===== src/rtl/fetch_pkg.sv =====
// fetch_pkg
//   Shared definitions for the fetch stage: default widths, the 2-bit
//   branch-direction counter encoding, and helpers that derive BTB field
//   widths from the BTB depth.
package fetch_pkg;

  localparam int XLEN_DEF        = 32;
  localparam int BTB_ENTRIES_DEF = 16;

  // Direction counter: strongly/weakly not-taken, weakly/strongly taken.
  // Bit 1 is the predicted direction.
  typedef enum logic [1:0] {
    CNT_SNT = 2'b00,
    CNT_WNT = 2'b01,
    CNT_WT  = 2'b10,
    CNT_ST  = 2'b11
  } cnt_e;

  // Index width: PC word-address bits used to select a BTB entry.
  function automatic int btb_idx_w(input int entries);
    return $clog2(entries);
  endfunction

  // Tag width: everything above the index and the two byte-offset bits.
  function automatic int btb_tag_w(input int xlen, input int entries);
    return xlen - $clog2(entries) - 2;
  endfunction

endpackage


===== src/rtl/instr_fetch_bp_btb.sv =====
// instr_fetch_bp_btb
//   Direct-mapped branch target buffer with a 2-bit saturating direction
//   counter per entry.
// Ports
//   clk, rst            clock, synchronous active-high reset (clears valid,
//                       counters to weakly not-taken)
//   lk_pc               lookup PC (current fetch)
//   lk_taken            lookup hit and counter predicts taken
//   lk_target           stored target of the indexed entry
//   up_valid            training request
//   up_pc/up_taken/up_target  resolved branch PC, direction and target
module instr_fetch_bp_btb
  import fetch_pkg::*;
#(
  parameter int XLEN        = XLEN_DEF,
  parameter int BTB_ENTRIES = BTB_ENTRIES_DEF
) (
  input  logic            clk,
  input  logic            rst,
  input  logic [XLEN-1:0] lk_pc,
  output logic            lk_taken,
  output logic [XLEN-1:0] lk_target,
  input  logic            up_valid,
  input  logic [XLEN-1:0] up_pc,
  input  logic            up_taken,
  input  logic [XLEN-1:0] up_target
);

  localparam int IDX   = btb_idx_w(BTB_ENTRIES);
  localparam int TAG_W = btb_tag_w(XLEN, BTB_ENTRIES);

  logic [BTB_ENTRIES-1:0] r_valid;
  cnt_e                   r_cnt [BTB_ENTRIES];
  logic [TAG_W-1:0]       r_tag [BTB_ENTRIES];
  logic [XLEN-1:0]        r_tgt [BTB_ENTRIES];

  logic [IDX-1:0]   w_lk_idx;
  logic [TAG_W-1:0] w_lk_tag;
  logic             w_lk_hit;
  logic [IDX-1:0]   w_up_idx;
  logic [TAG_W-1:0] w_up_tag;
  logic             w_up_hit;
  logic             w_alloc;
  logic             w_train;
  logic             w_wr_tgt;
  logic             w_unused_bits;

  function automatic cnt_e cnt_inc(input cnt_e c);
    case (c)
      CNT_SNT: return CNT_WNT;
      CNT_WNT: return CNT_WT;
      default: return CNT_ST;
    endcase
  endfunction

  function automatic cnt_e cnt_dec(input cnt_e c);
    case (c)
      CNT_ST:  return CNT_WT;
      CNT_WT:  return CNT_WNT;
      default: return CNT_SNT;
    endcase
  endfunction

  // Lookup reads the registered arrays directly, so a same-cycle update to
  // the same index is only visible from the next cycle on.
  assign w_lk_idx  = lk_pc[IDX+1:2];
  assign w_lk_tag  = lk_pc[XLEN-1:IDX+2];
  assign w_lk_hit  = r_valid[w_lk_idx] && (r_tag[w_lk_idx] == w_lk_tag);
  assign lk_taken  = w_lk_hit && r_cnt[w_lk_idx][1];
  assign lk_target = r_tgt[w_lk_idx];

  assign w_up_idx = up_pc[IDX+1:2];
  assign w_up_tag = up_pc[XLEN-1:IDX+2];
  assign w_up_hit = r_valid[w_up_idx] && (r_tag[w_up_idx] == w_up_tag);

  // A not-taken miss is dropped: allocating it would only evict something.
  assign w_alloc  = up_valid && !rst && !w_up_hit && up_taken;
  assign w_train  = up_valid && !rst && w_up_hit;
  assign w_wr_tgt = w_alloc || (w_train && up_taken);

  assign w_unused_bits = &{1'b0, lk_pc[1:0], up_pc[1:0], up_target[1:0]};

  always_ff @(posedge clk) begin
    if (rst) begin
      r_valid <= '0;
      for (int i = 0; i < BTB_ENTRIES; i++) r_cnt[i] <= CNT_WNT;
    end else if (w_alloc) begin
      r_valid[w_up_idx] <= 1'b1;
      r_cnt[w_up_idx]   <= CNT_WT;
    end else if (w_train) begin
      r_cnt[w_up_idx] <= up_taken ? cnt_inc(r_cnt[w_up_idx])
                                  : cnt_dec(r_cnt[w_up_idx]);
    end
  end

  // Tag/target storage carries no reset; valid bits gate their use.
  always_ff @(posedge clk) begin
    if (w_wr_tgt) r_tgt[w_up_idx] <= {up_target[XLEN-1:2], 2'b00};
    if (w_alloc)  r_tag[w_up_idx] <= w_up_tag;
  end

endmodule


===== src/rtl/instr_fetch_bp.sv =====
// instr_fetch_bp
//   Fetch stage: owns the PC, drives the instruction-memory address and
//   predicts the next PC through an internal BTB.
// Ports
//   clk, rst                    clock, synchronous active-high reset
//   stall                       hold PC (decode not ready)
//   redirect_valid/redirect_pc  execute-stage correction (bits[1:0] dropped)
//   upd_valid/upd_pc/upd_taken/upd_target  BTB training from resolved branch
//   imem_addr, imem_rdata       instruction memory, same-cycle read
//   if_valid, if_pc, if_pc_4, if_instr      fetch result to decode
//   if_pred_taken, if_pred_pc   BTB prediction for the current PC
module instr_fetch_bp
  import fetch_pkg::*;
#(
  parameter int              XLEN        = XLEN_DEF,
  parameter logic [XLEN-1:0] RESET_PC    = '0,
  parameter int              BTB_ENTRIES = BTB_ENTRIES_DEF
) (
  input  logic            clk,
  input  logic            rst,
  input  logic            stall,
  input  logic            redirect_valid,
  input  logic [XLEN-1:0] redirect_pc,
  input  logic            upd_valid,
  input  logic [XLEN-1:0] upd_pc,
  input  logic            upd_taken,
  input  logic [XLEN-1:0] upd_target,
  output logic [XLEN-1:0] imem_addr,
  input  logic [XLEN-1:0] imem_rdata,
  output logic            if_valid,
  output logic [XLEN-1:0] if_pc,
  output logic [XLEN-1:0] if_pc_4,
  output logic [XLEN-1:0] if_instr,
  output logic            if_pred_taken,
  output logic [XLEN-1:0] if_pred_pc
);

  logic [XLEN-1:0] r_pc_p0;
  logic [XLEN-1:0] w_pc_4;
  logic [XLEN-1:0] w_next_pc;
  logic            w_pred_taken;
  logic [XLEN-1:0] w_pred_target;
  logic [XLEN-1:0] w_pred_pc;

  instr_fetch_bp_btb #(
    .XLEN        (XLEN),
    .BTB_ENTRIES (BTB_ENTRIES)
  ) u_btb (
    .clk       (clk),
    .rst       (rst),
    .lk_pc     (r_pc_p0),
    .lk_taken  (w_pred_taken),
    .lk_target (w_pred_target),
    .up_valid  (upd_valid),
    .up_pc     (upd_pc),
    .up_taken  (upd_taken),
    .up_target (upd_target)
  );

  // PC arithmetic wraps naturally at XLEN bits.
  assign w_pc_4    = r_pc_p0 + XLEN'(4);
  assign w_pred_pc = w_pred_taken ? w_pred_target : w_pc_4;

  always_comb begin
    w_next_pc = w_pred_pc;
    if (redirect_valid) w_next_pc = {redirect_pc[XLEN-1:2], 2'b00};
    else if (stall)     w_next_pc = r_pc_p0;
  end

  // Stage p0: PC register.
  always_ff @(posedge clk) begin
    if (rst) r_pc_p0 <= RESET_PC;
    else     r_pc_p0 <= w_next_pc;
  end

  // A redirect marks the instruction fetched this cycle as wrong-path.
  assign imem_addr     = r_pc_p0;
  assign if_valid      = !rst && !redirect_valid;
  assign if_pc         = r_pc_p0;
  assign if_pc_4       = w_pc_4;
  assign if_instr      = imem_rdata;
  assign if_pred_taken = w_pred_taken;
  assign if_pred_pc    = w_pred_pc;

endmodule


===== config.mk =====
export PLATFORM = sky130hd
export DESIGN_NAME = instr_fetch_bp
export DESIGN_NICKNAME = d
export VERILOG_FILES = /design/src/rtl/fetch_pkg.sv /design/src/rtl/instr_fetch_bp_btb.sv /design/src/rtl/instr_fetch_bp.sv
export SDC_FILE = /design/constraint.sdc
export NUM_CORES = 1
export LEC_CHECK = 0
export CORE_UTILIZATION = 45
export CTS_CLUSTER_DIAMETER = 30
export DETAILED_ROUTE_END_ITERATION = 12
export PLACE_DENSITY = 0.65
export SKIP_LAST_GASP = 1
export SLEW_MARGIN = 5
export SYNTH_ARGS = -nofsm -noshare
export SYNTH_HDL_FRONTEND = slang
export SYNTH_HIERARCHICAL = 1
export SYNTH_SLANG_ARGS = --single-unit

===== constraint.sdc =====
create_clock -name clk -period 8.2 [get_ports clk]
set_clock_uncertainty 0.15 [all_clocks]
set_input_delay 1.64 -clock clk [delete_from_list [all_inputs] [get_ports clk]]
set_output_delay 1.64 -clock clk [all_outputs]
set_load 0.01 [all_outputs]

; Yosys cells after proc, flatten, opt, wreduce, memory -nomap -nowiden
; Memory sizes are Yosys's and may differ from the RTL's. A register that Yosys moved wholly into a read port is not among the register bits.
; Index checks and enable logic that the tools add are counted.
[totals]
mem_bits_rw = 928
ff_bits = 48
wordCells = 75
in_bits = 134
memories = 3
out_inout_bits = 162
[memory_table]
columns = memory, words, width, read_ports, rd_ports_with_merged_regs, write_ports, line
row1 = u_btb.r_tgt, 16, 30, 1, 1, 1, instr_fetch_bp_btb.sv:35  ; logic [XLEN-1:0] r_tgt [BTB_ENTRIES];
row2 = u_btb.r_tag, 16, 26, 2, 1, 1, instr_fetch_bp_btb.sv:34  ; logic [TAG_W-1:0] r_tag [BTB_ENTRIES];
row3 = u_btb.r_cnt, 16, 2, 2, 1, 16, instr_fetch_bp_btb.sv:33  ; cnt_e r_cnt [BTB_ENTRIES];
[classes]
add_sub_neg = 1
bitwise_logic = 2
n_reduce_logical = 17
eq_ne = 6
order_cmp = 3
muxes = 40
[ops]
columns = operator, n
row1 = two-way mux 32 bit, 3
row2 = == test 26 bit, 2
row3 = "adder 32 x 3 -> 32 bit, second input constant", 1
row4 = two-way mux 4 bit, 7
row5 = two-way mux 2 bit, 9
row6 = two-way mux 1 bit, 16
row7 = bitwise OR 16 bit, 1
row8 = logical AND 1 bit, 10
row9 = "< comparator 4 x 5 -> 1 bit, second input constant", 2
row10 = binary-select mux 1 bit (select 4 bit), 2
row11 = one-hot mux 2 bit (2 select lines), 2
row12 = demux 1 bit (select 4 bit), 1
row13 = "== test 2 bit, second input constant", 2
row14 = ">= comparator 4 x 1 -> 1 bit, second input constant", 1
row15 = OR reduction 2 bit, 2
row16 = logical NOT 1 bit, 3
row17 = "== test 2 x 1 -> 1 bit, second input constant", 1
row18 = logical NOT 2 bit, 1
row19 = "!= test 2 x 1 -> 1 bit, second input constant", 1
row20 = logical OR 1 bit, 1
row21 = bitwise OR 1 bit, 1

; Longest topological paths before layout
; Gate-level depths: netlist of run 1.
[logic_depth]
ltp_word = 12
mapped_depth = 17
depth_no_buf = 13

; Cells and area by module
; The synthesis of run 1 kept the hierarchy.
[by_module_without_submodules]
columns = module, cells_per_inst, area_each_um2, n_inst, seq_area_each_um2
row1 = instr_fetch_bp_btb, 2011, 41173.2, 1, 28187.0
row2 = instr_fetch_bp, 443, 3325.7, 1, 640.6

; Worst setup path after synthesis of run 1
; Ideal clock, no wire load.
[synth_timing]
path_kind = register -> output
startpoint = register r_pc_p0[2] (netlist: if_pc[2])
endpoint = output port if_pred_pc[30]
slack_ns = 1.350
required_time_ns = 6.410
path_buffers = 8
arrival_ns = 5.060
path_stages_with_launch = 15
cell_sequence = dfxtp_1 -> clkbuf_1 -> buf_2 -> clkbuf_1 -> clkbuf_1 -> buf_1 -> mux4_2 -> nor4_1 -> nand4_1 -> nor4_1 -> clkbuf_1 -> clkinv_1 -> clkbuf_1 -> buf_1 -> mux2_1
[synth_between]
elab_chain_cells = 5
word_cells_on_any_way = 6
cone_classes = 1 x add/sub / 3 x mux / 2 x reduce/logical
[synth_lines]
columns = element, line
row1 = start: declaration, instr_fetch_bp.sv:38  ; logic [XLEN-1:0] r_pc_p0;
row2 = start signal: assignment, instr_fetch_bp.sv:73  ; else r_pc_p0 <= w_next_pc;
row3 = binary-select mux 1 bit (select 4 bit), instr_fetch_bp_btb.sv:68  ; assign w_lk_hit = r_valid[w_lk_idx] && (r_tag[w_lk_idx] == w_lk_tag);
row4 = two-way mux 1 bit (implied by the code), instr_fetch_bp_btb.sv:68
row5 = logical AND 1 bit, instr_fetch_bp_btb.sv:68
row6 = logical AND 1 bit, instr_fetch_bp_btb.sv:69  ; assign lk_taken = w_lk_hit && r_cnt[w_lk_idx][1];
row7 = via if_pred_taken, instr_fetch_bp.sv:34  ; output logic if_pred_taken,
row8 = two-way mux 32 bit, instr_fetch_bp.sv:62  ; assign w_pred_pc = w_pred_taken ? w_pred_target : w_pc_4;
row9 = end: declaration, instr_fetch_bp.sv:35  ; output logic [XLEN-1:0] if_pred_pc
; The timed path passes the listed nets, and every way through them passes these cells. The select of a mux whose other input is x is not followed.

; Worst setup path in the final report of run 1
[layout_timing]
startpoint = register r_pc_p0[2] (netlist: if_pc[2])
endpoint = output port if_pred_pc[24]
[layout_between]
elab_chain_cells = 5
word_cells_on_any_way = 6
cone_classes = 1 x add/sub / 3 x mux / 2 x reduce/logical
[layout_lines]
columns = element, line
row1 = branches (longest 4 deep; another with adder 32 x 3 -> 32 bit), -
row2 = two-way mux 32 bit (*), instr_fetch_bp.sv:62
; Every way passes the cells marked *. The select of a mux whose other input is x is not followed.

==> summary.txt, run 1 <==
Clock network
  – H-Tree Depth: 4
  – Num CTS Buffers: 196
  – Worst-path clk slew: 0.05 ns
  – # hold bufs at CTS: 0
  – Setup Buffers After CTS: 0
  – CTS tree: done
  – Clock root cell: clkbuf_16
  – Clock Latency Late Sink: approximately 0.80 ns
  – Post-CTS Resized: 0
  – CTS sink cnt: 976
  – Clock Tree Buf Depth: 3

STA
  – Worst setup margin: 0.639 ns
  – Measured slew at the worst slew-check pin: 1.29 ns
  – Slew Limit Headroom: 0.134
  – Period utilization: 0.922
  – Max Clock Freq: 0.132 GHz
  – Setup TNS: 0 ns
  – Final Max Slew Viols: 0
  – Min cycle time layout: around 7.6 ns
  – Setup Viol. Count Final: 0
  – RSZ-0062 raised after global routing: no
  – Fin. Hold Viols: 0

Critical path
  – Critical Path Max Stage Delay: 0.63 ns
  – R2R depth: 12
  – Critical path class: reg -> out
  – Critical Path Slowest Stage Cell: nor4_1
  – Worst setup SP type: register
  – Crit end category: output port
  – Crit path required time: 6.41 ns
  – Worst path arrival time: 5.77 ns
  – CP Max Fanout: 38
  – Worst path cell trace: buf_12 > mux4_2 > mux4_2 > xor2_1 > nor4_1 > nand4_1 > nor4_2 > buf_4 > mux2_2 > o41ai_1 > o41ai_1 > clkdlybuf4s50_1

Min path
  – Cells on Worst Hold Path: 1
  – Worst Hold Class: reg -> reg

Die
  – Initial core utilization: 0.457
  – Die span in x: 316 um
  – IO Pins: just under 300
  – Chip Height: 316 um
  – Die ar.: approximately 0.1 mm^2
  – FP Rows: 114
  – Core area: 0.0973 mm^2

Layout
  – Final nets: 2,876
  – Ratio of cells with drive above 1 in the final layout: 0.323
  – Fin cells: 4,192
  – # fillers: between 7,000 and 8,000
  – Area growth syn-to-layout: 23.9%
  – Fin util: 0.567

GRT
  – Gr ovfl total: 0
  – Initial antenna violation count: 8
  – Vias in the first global route: 27,337
  – Largest net degree at the start of global routing: between 100 and 150
  – Tot GR Track Use: 0.271
  – First-pass GRT wire length: 193 mm

Synth
  – Post-synthesis cell count: roughly 2,500
  – Sequential cell area fraction in the yosys report: 0.648
  – Synth cell types: between 80 and 90
  – Average size of a mapped cell: 18.1 um^2
  – Ys flop type: edfxtp_1
  – Yosys warns: 6
  – Cell Area, Synth: 0.0445 mm^2
  – Fraction of registers with async set/reset: 0
  – Flip-flop and latch count after synthesis: 976
  – Post-synth EDFFs: 928

Route
  – Vias per cell: 6.39
  – DRT Pass-1 Iters: 6
  – Post-route ant nets: 0
  – Via count: 26,790
  – WL/cell: 32.3 um
  – DRC violation total after the first TritonRoute iteration: between 3,000 and 4,000
  – Drt drc: 0
  – Total wire length: 136 mm

Placement
  – Hpwl dp: roughly 84 mm
  – I/O Buffers: roughly 230
  – Inst Count DP: 3,819
  – Placer Congestion: 0.933
  – Pre-CTS setup slack: approximately 1.5 ns

Run status
  – Status: complete, no violations

Power and ir drop
  – Leakage Power: 0.0178 uW
  – Power per cell area: 272 mW/mm^2
  – Peak VDD IR: roughly 350 uV

Run
  – Maxcap violations: 0
layer usage:
metal | global-route usage | vias to the layer above | wire length (um)
li1 | - | 10806 | -
met1 | 0.352 | 14047 | 51000
met2 | 0.434 | 1631 | 66300
met3 | 0.0644 | 302 | 12600
met4 | 0.125 | 4 | 5700
met5 | 0 | - | 30
stage by stage:
step	power (uW)	hold WS, ns	instance area (um^2)
after CTS	15100	0.362	55100
after global placement	6740	0.342	48000
final	15000	0.363	55200
after detailed placement	6760	0.346	48000
after floorplan	6290	0.324	44500
after global routing	15400	0.380	55200
layout make-up:
type / count / area, um^2 / area share
sequential: 976 / 28800 / 0.523
multi-input combinational: 1225 / 14500 / 0.263
clock buffer: 214 / 4980 / 0.0903
timing repair buffer: 315 / 2980 / 0.0540
clock inverter: 155 / 2110 / 0.0383
tap: 1276 / 1600 / 0.0289
inverter: 27 / 101 / 0.00184
antenna: 4 / 10.0 / 0.000181
Yosys cell counts (14+ instances only):
cell      instances  area [um^2]
o21ba_2          17          170
mux2_2           47          529
buf_2            26          130
dfxtp_1          48          961
edfxtp_1        928        27900
and3_1           18          113
a32oi_1          14          123
o21ai_0          48          240
xnor2_1          40          350
nand2_1          87          327
o21bai_1         16          120
mux4_2          368         8290
xor2_1           38          333
a211oi_1         16          120
buf_4            73          548
nand3_1          35          175
nor3_1           61          305
a21oi_1          32          160
buf_6            14          158
a22oi_1          14          105
nand4_1          14         87.6
a31oi_1          15         93.8
clkbuf_1         71          267
inv_1            21         78.8
buf_1            41          154
nor2_1           77          289
mux2i_1          89          891
layout by cell type (no fill, tap or decap), types with 14 or more instances in the layout:
master           instances
nor2_4                  16
a211oi_1                16
a22oi_1                 14
inv_1                   21
nor3_1                  45
mux2i_1                 89
nor2_1                  61
nand3_1                 35
mux4_2                 368
inv_6                   27
clkdlybuf4s50_1        220
edfxtp_1               928
dfxtp_1                 44
clkinv_2                25
nand2_1                 86
nand4_1                 14
clkbuf_16              196
bufinv_16               32
mux2_2                  47
xnor2_1                 40
clkinvlp_4              22
a21oi_1                 32
o21bai_1                16
o21ai_0                 48
clkbuf_1                17
clkinv_4                20
and3_1                  18
buf_4                   87
xor2_1                  38
o21ba_2                 17
a32oi_1                 14
clkinv_1                16
a31oi_1                 15
power by group:
part | switching (uW) | internal, uW | total (uW)
clock network | 2850 | 5490 | 8340
registers | 71.7 | 5520 | 5590
logic | 598 | 486 | 1080
worst paths after layout:
| check | from | endpoint | slack [ns] |
|---|---|---|---|
| min reg2reg | u_btb/r_valid[13]$_SDFFE_PP0N_ | u_btb/r_valid[13]$_SDFFE_PP0N_ | 0.36 |
| min | u_btb/r_valid[13]$_SDFFE_PP0N_ | u_btb/r_valid[13]$_SDFFE_PP0N_ | 0.36 |
| max reg2reg | if_pc[2]$_SDFFE_PP0P_ | if_pc[2]$_SDFFE_PP0P_ | 3.06 |
| max | if_pc[2]$_SDFFE_PP0P_ | if_pred_pc[24] | 0.64 |
state kept, by name, indices dropped and copies added, names as in the netlist:
register and flops:
if_pc 32, u_btb/r_cnt 32, u_btb/r_tag 416, u_btb/r_tgt 480, u_btb/r_valid 16
critical path, delay by kind of cell, from the launching register on:
family,cells,cell delay [ns]
flip-flops,1,0.50
AO/OA/AOI/OAI,2,0.24
AND/OR/NAND/NOR,3,1.18
XOR/XNOR,1,0.18
buffers and inverters,3,1.31
multiplexers,3,1.54
kinds of logic (layout without fill, tap and decap cells):
family	count (synthesis)	in the layout	share of synthesized area
compound gates	273	273	0.0445
xor+xnor	78	78	0.0154
fa+ha+maj	1	1	0.000281
buf+inv	254	711	0.0314
flops	976	976	0.648
mux	505	505	0.218
other cells	1	6	0.0000843
simple gates	366	366	0.0421
Note: power is estimated with default switching activity, not from simulation.
==> run 2, diff against run 1 <==
--- a/config.mk
+++ b/config.mk
@@ -5,11 +5,10 @@
 export SDC_FILE = /design/constraint.sdc
 export NUM_CORES = 1
 export LEC_CHECK = 0
-export CORE_UTILIZATION = 45
+export CORE_UTILIZATION = 50
 export CTS_CLUSTER_DIAMETER = 30
 export DETAILED_ROUTE_END_ITERATION = 12
-export PLACE_DENSITY = 0.65
-export SKIP_LAST_GASP = 1
+export PLACE_DENSITY = 0.71
 export SLEW_MARGIN = 5
 export SYNTH_ARGS = -nofsm -noshare
 export SYNTH_HDL_FRONTEND = slang
==> run 2 against run 1 <==
Core utilization rose by 4.7 points. Sequential share of layout area increased by 0.96 points. Largest cell class unchanged. Final cell count is 3.5% lower. Count of clock-buffer cells in the layout decreased by 2. Largest power group unchanged. Critical path depth up 2. Global-route usage up 2.6 points. Via count is 0.50% higher. Flip-flop and latch count is the same. Non-clock buffer count fell by 9. Critical endpoint is now if_pred_pc[22]. First-iteration DRC count is 12% lower. Fmax decreased by 1.4%. Cell area fell by 1.8%.
==> summary.txt, run 2 (synthesis results as in run 1) <==
Run status
  – Status: complete, no violations

Layout
  – Fin cells: slightly above 4,000
  – Register Area: approximately 0.029 mm^2
  – Largest regs: u_btb/r_tgt: 480 flops, u_btb/r_tag: 416 flops
  – Area growth syn-to-layout: 21.7%
  – Fin util: 0.614
  – Largest reg by FF count: u_btb/r_tgt
  – Max FFs per register: 480
  – Final nets: 2,852
  – Most frequent cells in the layout: edfxtp_1 (928), mux4_2 (368), clkdlybuf4s50_1 (221)
  – Commonest non-fill, non-tap cell in the layout: edfxtp_1
  – Multi-input logic area: 0.0145 mm^2
  – # fillers: 6,108
  – Ratio of cells with drive above 1 in the final layout: 0.307

STA
  – Max Clock Freq: 0.130 GHz
  – Slew Limit Headroom: 0.0719
  – Setup TNS: 0 ns
  – Period utilization: 0.935
  – Measured slew at the worst slew-check pin: 1.38 ns
  – RSZ-0062 raised after global routing: no
  – Worst setup margin: 0.532 ns
  – Min cycle time layout: 7.67 ns
  – Fin. Hold Viols: 0
  – Final Max Slew Viols: 0
  – Setup Viol. Count Final: 0

GRT
  – Initial antenna violation count: 12
  – Vias in the first global route: between 20,000 and 30,000
  – First-pass GRT wire length: 191 mm
  – Largest net degree at the start of global routing: 86
  – Gr ovfl total: 0
  – Tot GR Track Use: 0.298

Die
  – Core area: between 0.08 and 0.09 mm^2
  – Die ar.: 0.0902 mm^2
  – IO Pins: 296
  – FP Rows: 109
  – Die span in x: between 300 and 400 um
  – Initial core utilization: 0.504
  – Chip Height: ~300 um

Critical path
  – Crit path required time: 6.41 ns
  – Critical Path Slowest Stage Cell: dfxtp_4
  – CP bufs+invs: 3
  – Stages on the worst setup path: 14
  – CP top delay family: buffers and inverters
  – Worst path cell trace: buf_4 > mux4_2 > nor2b_1 > a211oi_1 > a21oi_1 > xor2_1 > nor4_1 > nand4_1 > nor4_2 > buf_4 > nor2_1 > nand4_1 > mux2i_1 > clkdlybuf4s50_1
  – Critical Path Max Stage Delay: roughly 0.90 ns
  – CP Max Fanout: 51
  – R2R depth: 9
  – Worst setup SP type: register
  – Worst path arrival time: 5.88 ns
  – Critical path class: reg -> out
  – Crit end category: output port

Clock network
  – Worst-path clk slew: 0.06 ns
  – CTS tree: done
  – CTS sink cnt: roughly 980
  – H-Tree Depth: 4
  – Post-CTS Resized: 0
  – Setup Buffers After CTS: 0
  – Clock Tree Buf Depth: 3
  – Clock Latency Late Sink: 0.79 ns
  – Num CTS Buffers: roughly 180
  – Clock root cell: clkbuf_16
  – # hold bufs at CTS: 0

Route
  – Via count: 26,925
  – WL/cell: about 33 um
  – Post-route ant nets: 0
  – Drt drc: 0
  – DRC violation total after the first TritonRoute iteration: 3,071
  – DRT Pass-1 Iters: 6
  – Vias per cell: 6.66
  – Total wire length: 133 mm

Power and ir drop
  – Logic gate share of total power: 0.076
  – Clk pwr share: 0.528
  – Peak VDD IR: 235 uV
  – Switching fraction of total power: 0.236
  – Flop pwr share: 0.396
  – P_int: 10,800 uW
  – Power per cell area: roughly 260 mW/mm^2
  – Leakage Power: ~0.017 uW
  – Switching power: 3340 uW
  – Total power: 14,100 uW

Run
  – Maxcap violations: 0

Placement
  – I/O Buffers: 225
  – Pre-CTS setup slack: 1.17 ns
  – Placer Congestion: a little over 0.9
  – Hpwl dp: 79.0 mm
  – Inst Count DP: 3,699

Min path
  – Cells on Worst Hold Path: 1
  – Worst Hold Class: reg -> reg
==> run 2: cell count changes in the layout (fill, tap and decap cells not counted), moves of 7 or more <==
cell        delta
clkbuf_16     -13
clkbuf_8       +7
clkinvlp_4     -8
bufinv_16     -14
buf_4         -12
clkinv_1      +14
inv_6         -14
clkinv_4      -10
==> run 2: final timing paths <==
| check | slack, ns | startpoint | end |
|---|---|---|---|
| max | 0.53 | if_pc[3]$_SDFFE_PP0P_ | if_pred_pc[22] |
| min | 0.36 | u_btb/r_valid[14]$_SDFFE_PP0N_ | u_btb/r_valid[14]$_SDFFE_PP0N_ |
| max reg2reg | 3.17 | u_btb/r_tag[7][16]$_DFFE_PP_ | u_btb/r_cnt[8][1]$_SDFFCE_PN0P_ |
| min reg2reg | 0.36 | u_btb/r_valid[14]$_SDFFE_PP0N_ | u_btb/r_valid[14]$_SDFFE_PP0N_ |
==> run 2: power by group through the flow <==
stage          logic, uW  registers [uW]  clock network [uW]
4_1_cts             1070            5600                7530
2_1_floorplan        654            5640                   0
5_1_grt             1120            5600                7740
3_3_place_gp        1040            5680                   0
3_5_place_dp        1060            5690                   0
6_report            1070            5600                7460
==> run 2: layout make-up <==
class	instances	area share
Antenna cell	8	0.000370
Clock buffer	212	0.0880
Clock inverter	125	0.0280
Inverter	27	0.00187
Multi-Input combinational cell	1225	0.268
Sequential cell	976	0.533
Tap cell	1165	0.0269
Timing Repair Buffer	306	0.0545
==> run 2: metrics by stage <==
| stage | hold WS (ns) | area, um^2 |
|---|---|---|
| 2_1_floorplan | 0.324 | 44500 |
| 5_1_grt | 0.386 | 54100 |
| 3_5_place_dp | 0.348 | 47900 |
| 3_3_place_gp | 0.343 | 47900 |
| 4_1_cts | 0.359 | 54100 |
| 6_report | 0.360 | 54200 |
==> run 2: layer usage <==
layer  part of all wire  track usage  vias to the layer above
met5            0.00044            0                        -
met4              0.049        0.148                       10
met2               0.49        0.482                     1689
li1                   -            -                    10737
met3              0.094       0.0699                      359
met1               0.36        0.378                    14130
